==> src/rtl/intc_sched.sv <==
`default_nettype none
// ============================================================================
// Module      : intc_sched
// Description : Interrupt controller / scheduler in front of decode. Captures
//               rising edges on 16 interrupt lines, masks them, picks the
//               highest-priority pending line and runs the request / take /
//               return-from-interrupt handshake with writeback (no nesting).
// Options     : INTC_SYNC_EN - adds a two-flop synchronizer on irq_in
//               (capture latency grows by two cycles).
// Revision    : 1.0 - initial release
// ============================================================================
module intc_sched #(
  parameter int         NUM_IRQ  = 16,
  parameter logic [7:0] VEC_BASE = 8'hF0
) (
  input  logic               clk,
  input  logic               rst_n,
  input  logic               clk_en,
  input  logic [NUM_IRQ-1:0] irq_in,
  input  logic               gie,
  input  logic               imr_we,
  input  logic [NUM_IRQ-1:0] imr_wdata,
  input  logic               clr_we,
  input  logic [NUM_IRQ-1:0] clr_wdata,
  input  logic               take,
  input  logic               rfi,
  output logic [NUM_IRQ-1:0] interrupt_state,
  output logic               irq_req,
  output logic [7:0]         irq_vec,
  output logic [NUM_IRQ-1:0] imr,
  output logic [NUM_IRQ-1:0] pending,
  output logic               in_service,
  output logic               spurious
);

  localparam int ID_W = $clog2(NUM_IRQ);

  typedef enum logic [1:0] {
    ST_IDLE    = 2'd0,
    ST_REQ     = 2'd1,
    ST_SERVICE = 2'd2
  } state_t;

  state_t             state;
  state_t             state_next;
  logic [ID_W-1:0]    id;
  logic [NUM_IRQ-1:0] irq_prev;
  logic [NUM_IRQ-1:0] irq_s;
  logic [NUM_IRQ-1:0] rise;
  logic [NUM_IRQ-1:0] eligible;
  logic [NUM_IRQ-1:0] id_onehot;
  logic [NUM_IRQ-1:0] clr_mask;
  logic [ID_W-1:0]    sel;
  logic               sel_valid;
  logic               take_hit;
  logic               spurious_evt;

`ifdef INTC_SYNC_EN
  logic [NUM_IRQ-1:0] sync_ff1;
  logic [NUM_IRQ-1:0] sync_ff2;

  // Two-flop synchronizer for asynchronous interrupt sources
  always_ff @(posedge clk or negedge rst_n) begin
    if (!rst_n) begin
      sync_ff1 <= '0;
      sync_ff2 <= '0;
    end else if (clk_en) begin
      sync_ff1 <= irq_in;
      sync_ff2 <= sync_ff1;
    end
  end

  assign irq_s = sync_ff2;
`else
  assign irq_s = irq_in;
`endif

  assign rise      = irq_s & ~irq_prev;
  assign eligible  = gie ? (pending & imr) : '0;
  assign id_onehot = {{(NUM_IRQ-1){1'b0}}, 1'b1} << id;
  assign take_hit  = (state == ST_REQ) && take;

  // Software clear plus the implicit clear of the line being taken
  assign clr_mask  = (clr_we ? clr_wdata : '0) | (take_hit ? id_onehot : '0);

  // Handshake events that do not match the current state are flagged
  assign spurious_evt = (take && (state != ST_REQ)) ||
                        (rfi  && (state != ST_SERVICE));

  // Priority encoder: the last hit in ascending order is the highest line
  always_comb begin
    sel       = '0;
    sel_valid = 1'b0;
    for (int i = 0; i < NUM_IRQ; i++) begin
      if (eligible[i]) begin
        sel       = ID_W'(i);
        sel_valid = 1'b1;
      end
    end
  end

  // Edge capture, pending/mask registers and sticky error flag
  always_ff @(posedge clk or negedge rst_n) begin
    if (!rst_n) begin
      irq_prev <= '0;
      pending  <= '0;
      imr      <= '0;
      spurious <= 1'b0;
    end else if (clk_en) begin
      irq_prev <= irq_s;
      // A rise coinciding with a clear on the same bit keeps the bit set
      pending  <= (pending & ~clr_mask) | rise;
      if (imr_we) begin
        imr <= imr_wdata;
      end
      if (spurious_evt) begin
        spurious <= 1'b1;
      end
    end
  end

  // State register and latched request id
  always_ff @(posedge clk or negedge rst_n) begin
    if (!rst_n) begin
      state <= ST_IDLE;
      id    <= '0;
    end else if (clk_en) begin
      state <= state_next;
      if ((state == ST_IDLE) && sel_valid) begin
        id <= sel;
      end
    end
  end

  // Next-state logic; take wins over a simultaneous withdraw condition
  always_comb begin
    state_next = state;
    case (state)
      ST_IDLE: begin
        if (sel_valid) begin
          state_next = ST_REQ;
        end
      end
      ST_REQ: begin
        if (take) begin
          state_next = ST_SERVICE;
        end else if (!gie || !imr[id] || !pending[id]) begin
          state_next = ST_IDLE;
        end
      end
      ST_SERVICE: begin
        if (rfi) begin
          state_next = ST_IDLE;
        end
      end
      default: state_next = ST_IDLE;
    endcase
  end

  // Outputs decoded purely from registered state and id
  always_comb begin
    irq_req         = (state == ST_REQ);
    in_service      = (state == ST_SERVICE);
    interrupt_state = irq_req ? id_onehot : '0;
    irq_vec         = irq_req ? (VEC_BASE + 8'(id)) : 8'h00;
  end

endmodule
`default_nettype wire

==> config.mk <==
export PLATFORM = sky130hd
export DESIGN_NAME = intc_sched
export DESIGN_NICKNAME = d
export VERILOG_FILES = /design/src/rtl/intc_sched.sv
export SDC_FILE = /design/constraint.sdc
export NUM_CORES = 1
export LEC_CHECK = 0
export ABC_CLOCK_PERIOD_IN_PS = 2170
export CORE_MARGIN = 5
export CORE_UTILIZATION = 37
export CTS_BUF_LIST = sky130_fd_sc_hd__clkbuf_4 sky130_fd_sc_hd__clkbuf_8 sky130_fd_sc_hd__clkbuf_16
export CTS_CLUSTER_SIZE = 10
export DETAILED_ROUTE_END_ITERATION = 8
export GPL_TIMING_DRIVEN = 0
export PLACE_DENSITY = 0.7
export SYNTH_ARGS = -nofsm -noshare
export SYNTH_HDL_FRONTEND = slang
export SYNTH_SLANG_ARGS = --single-unit
==> constraint.sdc <==
create_clock -name clk -period 2.17 [get_ports clk]
set_input_delay 0.434 -clock clk [delete_from_list [all_inputs] [get_ports clk]]
set_output_delay 0.434 -clock clk [all_outputs]
set_load 0.05 [all_outputs]
* After elaboration in Yosys (flattened, before gate mapping)
Index checks and enable logic that the tools add are counted.
Cells by class: div/mod/pow operators 0, shift-type cells 1, bitwise gates (word level) 7, multiply operators 0, muxes and demuxes 45, $lt $le $gt $ge 1, reduce and logical (&&, ||, !) cells 15, $add $sub $neg 1, equality and inequality tests 7
Operators by type and width (count):
- two-way mux 16 bit | 4
- two-way mux 4 bit | 13
- bitwise AND 16 bit | 3
- inverter 16 bit | 2
- bitwise OR 16 bit | 2
- two-way mux 1 bit | 19
- << shifter 1 x 4 -> 16 bit (first input constant) | 1
- two-way mux 2 bit | 5
- binary-select mux 1 bit (select 4 bit) | 2
- two-way mux 8 bit | 1
- adder 5 x 5 -> 6 bit (first input constant) | 1
- inequality test 2 bit (second input constant) | 3
- case mux 2 bit (3 select lines) | 1
- AND reduction 2 bit | 3
- less-than comparator 4 x 5 -> 1 bit (second input constant) | 1
- logical AND 1 bit | 4
- AND reduction 4 bit | 1
- logical NOT 1 bit | 3
- logical OR 1 bit | 3
- inequality test 3 x 2 -> 1 bit (second input constant) | 1
- == test 2 x 1 -> 1 bit (second input constant) | 1
- == test 2 bit (second input constant) | 1
- logical NOT 2 bit | 1
- inequality test 2 x 1 -> 1 bit (second input constant) | 1
Storage, ports and cells: ROM bits 0, word-level logic and storage cells 83, bits in latches 0, flip-flop bits (word level) 55, memories 0, memory bits (writable) 0

* Longest topological paths before layout
Gate-level depths: netlist (run 1).
depth in word-level cells 20, depth in mapped cells 7, gate-level depth less buffers 6

* Worst setup path after synthesis (run 1)
OpenSTA, ideal clock, no wires.
kind register to output, start point reg state[1], end point out interrupt_state[7], buffers on the path 2, setup slack 0.077 ns, stages on the path, launching flop included 6, arrival 1.659 ns, path through dfrtp_1 > nor2b_1 > buf_4 > nand2b_1 > clkbuf_1 > nor2_1
Between the ends: word-level cells in the longest chain between the ends 2
RTL lines:
- start: declaration | RTL line 44 | state_t state;
- start signal: assignment | RTL line 128 | state <= state_next;
- == test 2 x 1 -> 1 bit | RTL line 162 | irq_req = (state == ST_REQ);
- named net irq_req | RTL line 28 | output logic irq_req,
- two-way mux 16 bit | RTL line 164 | interrupt_state = irq_req ? id_onehot : '0;
- end: declaration | RTL line 27 | output logic [NUM_IRQ-1:0] interrupt_state,
The timed path passes the listed nets, and every way through them passes these cells.

* Worst setup path in the final report (run 1)
start point reg id[2], end point out interrupt_state[13]
Between the ends: word-level cells in the longest chain between the ends 2
RTL lines:
- start: declaration | RTL line 46 | logic [ID_W-1:0] id;
- start signal: assignment | RTL line 130 | id <= sel;
- << shifter 1 x 4 -> 16 bit | RTL line 80 | assign id_onehot = {{(NUM_IRQ-1){1'b0}}, 1'b1} << id;
- two-way mux 16 bit | RTL line 164
Every way passes these cells.

==> run metrics, run 1 <==
number of instances in the placed design 532; CTS tree yes; WHS 0.0472 ns; status finished, final reports clean; antenna-violating nets left 0; crit path max fanout 8; area added between synthesis and finish 45.7%; nets@finish 493; gpl congestion roughly 0.9; fin area between 4000 and 5000 um2; r2r endpoint id[1]$_DFFE_PN0P_; clock buffer depth 2; mapped cell area between 2000 and 3000 um2; Reg2Reg Depth 5; first-pass GRT wire length between 15000 and 20000 um; multiplexer area fraction after synthesis 0.0963; power per cell area roughly 1000 nW/um2; count of hold buffers inserted by post-cts repair 0; DR vias 2840; clock sinks 55; sw frac 0.474; # diodes 0; Period Utilization, post-route 0.962; largest net degree at the start of global routing 40; Max Cap Viol 0; Core Util, Final 0.551; worst setup path start id[2]$_DFFE_PN0P_; Total GRT Usage 0.194; Boundary Pins 115; H-tree levels 2; clock power share 0.133; grt total ovfl 0; skew final roughly 0.007 ns; Initial Util 0.378; chip height 98.7 um; leading area contributor after synthesis dfrtp_1; initial antenna violation count 0; Final Slew Violations 0; layout cells sized above 1 0.169; largest family of logic cells by synthesized area compound AO/OA/AOI/OAI gates; synthesis warning total 0; Max Fclk 0.479 GHz; adder-cell share of the synthesized area 0; Leak Pwr 1.83 nW; vias in the first global route 2936; dominant cells by area after synthesis dfrtp_1 (47%), nand2_1 (9.9%), mux2_2 (6.2%); Seq pwr share 0.313; root buffer cell clkbuf_8; 1st-pass router iterations 4; Final Non-Filler Cells between 500 and 600; Core Area a little under 8000 um2; RSZ-0062 raised after global routing no; Worst-path clk slew 0.10 ns; # rows 32; CP arrival 1.65 ns; CP Capture Type output port; Primary FF master, synth dfrtp_1; Logic pwr share 0.554; Compound-Gate Fraction of Synth Area 0.194; vias per cell approximately 5.3; post-DR wirelength/cell 17.7 um; setup slack, reg-to-reg 0.35 ns; Crit Reg-Reg Startpoint pending[6]$_DFFE_PN0P_; Post-Synth XOR/XNOR Area 0; Net Count, Synth approximately 370; post-synthesis cell type count 43; CTS Buf Count 5; WL final 9530 um; Post-DP HPWL 7380 um; Hold Crit Class input port to asynchronous set/reset pin; Post-Synth Simple-Gate Area 0.170; port buffer count 113; Int Power 2.31 mW; Die Width roughly 100 um; Max IR drop VDD 482 uV; flops & latches, synth 55; critical path launch point type flop; post-synthesis sequential area ratio 0.473; Post-Synthesis Cells 316; Worst Setup Path Type flop to output port; CP required 1.74 ns; CP endpoint interrupt_state[13]; syn_area_per_cell 9.21 um2; Yosys top cell area share 0.473; Post-synth EDFFs 0; Area after DPL 4180 um2; die area 9740 um2; clk_lat worst skew 0.31 ns; Filler cells 722; final hold vios 0; Least-Margin Pin Slew 0.542 ns; final setup violation count 0; switching pwr 2.08 mW; Synth async-reset ratio 1.00; DR DRC count 0; Period minus WS final 2.09 ns; headroom to the max-slew limit 0.639; Initial DRC Count 209
[area by class of cell]
| class | count | area [um2] | share of cell area |
|---|---|---|---|
| buffer | 18 | 104 | 0.0245 |
| clock buffer | 6 | 82.6 | 0.0195 |
| clock inverter | 1 | 5.00 | 0.00118 |
| inverter | 24 | 90.1 | 0.0213 |
| multi-input combinational | 218 | 1360 | 0.320 |
| sequential | 55 | 1380 | 0.325 |
| tap | 102 | 128 | 0.0301 |
| timing repair buffer | 115 | 1100 | 0.259 |
[worst max-delay path, cell delays in order (launching register included)]
cell and delay [ns]:
dfrtp_1 0.33, clkbuf_4 0.18, inv_2 0.09, or3_4 0.43, nor2_1 0.14, buf_6 0.18
[power by group through the flow]
stage               clock (mW)  combinational (mW)  sequential (mW)
floorplan                    0                1.26             1.74
global placement             0                2.43             1.39
detailed placement           0                2.46             1.40
CTS                      0.588                2.38             1.38
global route             0.631                2.58             1.40
finish                   0.583                2.43             1.37
[metal layers]
metal,GRT usage,share of wire
met1,0.249,0.41
met2,0.323,0.48
met3,0.0474,0.094
met4,0.0620,0.021
met5,0,0
[logic make-up after synthesis]
kind of cell    after synthesis
simple gates                119
compound gates               77
buf+inv                      43
flops                        55
mux                          22
[cells in the final DEF (no fill, tap or decap), types with 2 or more instances in the layout]
| cell type | synthesis | final |
|---|---|---|
| clkbuf_8 | 0 | 6 |
| a31oi_1 | 3 | 3 |
| clkdlybuf4s15_1 | 0 | 4 |
| inv_2 | 2 | 3 |
| mux4_2 | 3 | 3 |
| clkbuf_2 | 0 | 3 |
| clkbuf_1 | 7 | 6 |
| or3_4 | 0 | 2 |
| nor2_1 | 21 | 20 |
| buf_1 | 2 | 2 |
| mux2_1 | 2 | 2 |
| buf_6 | 1 | 3 |
| a21oi_1 | 2 | 2 |
| inv_1 | 22 | 21 |
| a21o_1 | 3 | 3 |
| o21a_1 | 2 | 2 |
| clkdlybuf4s50_1 | 0 | 86 |
| mux2_2 | 16 | 16 |
| nand4_1 | 2 | 2 |
| o21ai_1 | 2 | 2 |
| and2_1 | 2 | 2 |
| buf_2 | 4 | 5 |
| dfrtp_1 | 55 | 54 |
| clkbuf_4 | 0 | 10 |
| nand2_2 | 2 | 2 |
| nor2b_1 | 2 | 2 |
| o21ai_0 | 34 | 34 |
| buf_4 | 5 | 11 |
| nand2_1 | 77 | 77 |
| nand3_1 | 8 | 8 |
| a32o_1 | 17 | 17 |
| dlygate4sd2_1 | 0 | 2 |
[flip-flops by register name (all words and copies together), names as in the netlist]
signal	flops
id	4
imr	16
pending	16
state	2
spurious	1
irq_prev	16
[synthesized netlist by cell type, types with 4 or more instances]
master and count:
nand2_1 77, clkbuf_1 7, inv_1 22, buf_4 5
dfrtp_1 55, nand3_1 8, mux2_2 16, nor2_1 21
o21ai_0 34, a32o_1 17, buf_2 4
[worst min-delay path by stage]
stage	endpoint	slack, ns
final	state[1]$_DFFE_PN0P_	0.05
after global routing	imr[0]$_DFFE_PN0P_	0.07
after CTS	imr[2]$_DFFE_PN0P_	0.06
after detailed placement	imr[2]$_DFFE_PN0P_	0.39
after global placement	spurious$_DFFE_PN0P_	0.46
after floorplan	id[0]$_DFFE_PN0P_	0.14
[per-stage QoR]
stage / setup WS, ns / TNS (ns) / power (mW)
2_1_floorplan: 0.0774 / 0 / 2.99
3_3_place_gp: -1.12 / -67.32 / 3.82
3_5_place_dp: -0.334 / -6.10 / 3.86
4_1_cts: 0.00306 / 0 / 4.35
5_1_grt: 0.00186 / 0 / 4.61
6_report: 0.0827 / 0 / 4.39
[timing repair]
| action | 4_1_cts | 5_1_grt |
|---|---|---|
| buffers inserted | 0 | 1 |
| resized for setup | 101 | 31 |
| hold endpoints to repair | 0 | 0 |
| endpoints found under the setup margin | 26 | 23 |
Power figures use the tool's default switching activity.
==> run 2, diff against run 1 <==
SLEW_MARGIN = 25   (was default)
==> run metrics, run 2 (synthesized netlist as in run 1, its figures left out) <==
Period Utilization, post-route 0.978; CP max stage cell or3_4; gpl congestion 0.881; Die Width between 90 and 100 um; # diodes 0; WL final 9710 um; post-DR wirelength/cell 17.8 um; CP arrival between 1.5 and 2 ns; Register Area 1380 um2; 1st-pass router iterations 5; Setup TNS 0 ns; CP top delay family simple AND/OR/NAND/NOR gates; max incr delay on CP 0.43 ns; largest net degree at the start of global routing a little over 40; Leak Pwr 1.87 nW; Hold Crit Class flop to flop; Crit Reg-Reg Startpoint imr[11]$_DFFE_PN0P_; number of instances in the placed design 532; fin area 4310 um2; Max Fclk 0.471 GHz; status finished, final reports clean; power per cell area 1070 nW/um2; grt total ovfl 0; Place WS -0.338 ns; Reg2Reg Depth 5; RSZ-0062 raised after global routing yes; Final Slew Violations 0; worst path cell trace buf_4, clkinvlp_4, or3_4, nor2_1, buf_6; most frequent cells in the layout clkdlybuf4s50_1 (86), nand2_1 (77), dfrtp_1 (54), o21ai_0 (34), inv_1 (21); headroom to the max-slew limit 0.628; HP Start spurious$_DFFE_PN0P_; area added between synthesis and finish 48.0%; Max Cap Viol 0; clk_lat worst skew 0.31 ns; Total GRT Usage 0.194; Least-Margin Pin Slew 0.557 ns; final setup violation count 0; Initial DRC Count 151; Area after DPL 4190 um2; Max IR drop VDD 510 uV; port buffer count between 100 and 150; final hold vios 0; vias in the first global route 2914; Multi-input gate area approximately 1400 um2; setup slack, reg-to-reg 0.33 ns; CTS tree yes; vias per cell 5.31; layout cells sized above 1 0.179; Final Non-Filler Cells 544; root buffer cell clkbuf_8; Period minus WS final 2.12 ns; Worst Path Buf+Inv 3; Core Area 7690 um2; chip height 98.7 um; Post-DP HPWL 7430 um; antenna-violating nets left 0; CP required between 1.5 and 2 ns; Worst-path clk slew 0.10 ns; worst setup margin 0.0476 ns; CP Capture Type output port; initial antenna violation count 0; H-tree levels 2; clock sinks between 50 and 60; nets@finish just under 500; die area just under 10000 um2; # rows 32; CTS Buf Count 5; r2r endpoint id[1]$_DFFE_PN0P_; crit path max fanout 8; critical path launch point type flop; DR vias between 2000 and 3000; first-pass GRT wire length 15100 um; Hold Crit Depth 1; Filler cells roughly 730; DR DRC count 0; Initial Util 0.378; Worst Hold Endpoint spurious$_DFFE_PN0P_; Boundary Pins 115; clock buffer depth 2; most common cell after layout, fill and taps aside clkdlybuf4s50_1; Regs by FF count imr x16, irq_prev x16, pending x16; Worst Setup Path Type flop to output port; skew final roughly 0.012 ns
run 2: routing by layer:
| layer | part of all wire | GRT usage |
|---|---|---|
| met2 | 0.48 | 0.328 |
| met4 | 0.017 | 0.0452 |
| met5 | 0 | 0 |
| met3 | 0.094 | 0.0545 |
| met1 | 0.41 | 0.247 |
run 2: timing repair:
action	CTS	global route
pin swaps	0	1
buffers inserted	0	4
resized for setup	101	30
hold buffers	1	0
setup endpoints to repair	26	24
hold endpoints to repair	15	0
run 2: through the flow:
step                power, mW   util  hold WS, ns
finish                   4.59  0.560        0.490
global route             4.81  0.560        0.527
CTS                      4.50  0.552        0.495
detailed placement       3.86  0.544        0.314
global placement         3.82  0.542        0.465
floorplan                2.99      -        0.138
run 2: area by class of cell:
class / count / share of cell area
multi-input cells: 218 / 0.315
well taps: 102 / 0.0296
clock inverters: 2 / 0.00901
plain buffers: 18 / 0.0244
repair buffers: 119 / 0.261
clock buffers: 6 / 0.0192
inverters: 24 / 0.0218
flip-flops and latches: 55 / 0.320
run 2: how the worst max path moves through the flow:
stage / start / to / slack, ns / cells past startpoint
final: id[2]$_DFFE_PN0P_ / interrupt_state[13] / 0.05 / 5
after global routing: id[2]$_DFFE_PN0P_ / interrupt_state[13] / -0.03 / 5
after CTS: id[2]$_DFFE_PN0P_ / interrupt_state[3] / -0.006 / 5
after detailed placement: id[2]$_DFFE_PN0P_ / interrupt_state[13] / -0.34 / 5
after global placement: rst_n / imr[8]$_DFFE_PN0P_ / -1.12 / 1
after floorplan: state[1]$_DFFE_PN0P_ / interrupt_state[7] / 0.08 / 5
run 2: worst register-to-register path, stage by stage (launching register included):
cell      delay [ns]
dfrtp_1         0.42
nand2_1         0.17
a21o_1          0.19
nand4_2         0.14
o311ai_4        0.44
mux2_1          0.36
run 2: power breakdown:
group	switching [mW]	internal, mW
logic	1.60	0.878
clock network	0.349	0.380
registers	0.169	1.21
total	2.12	2.47
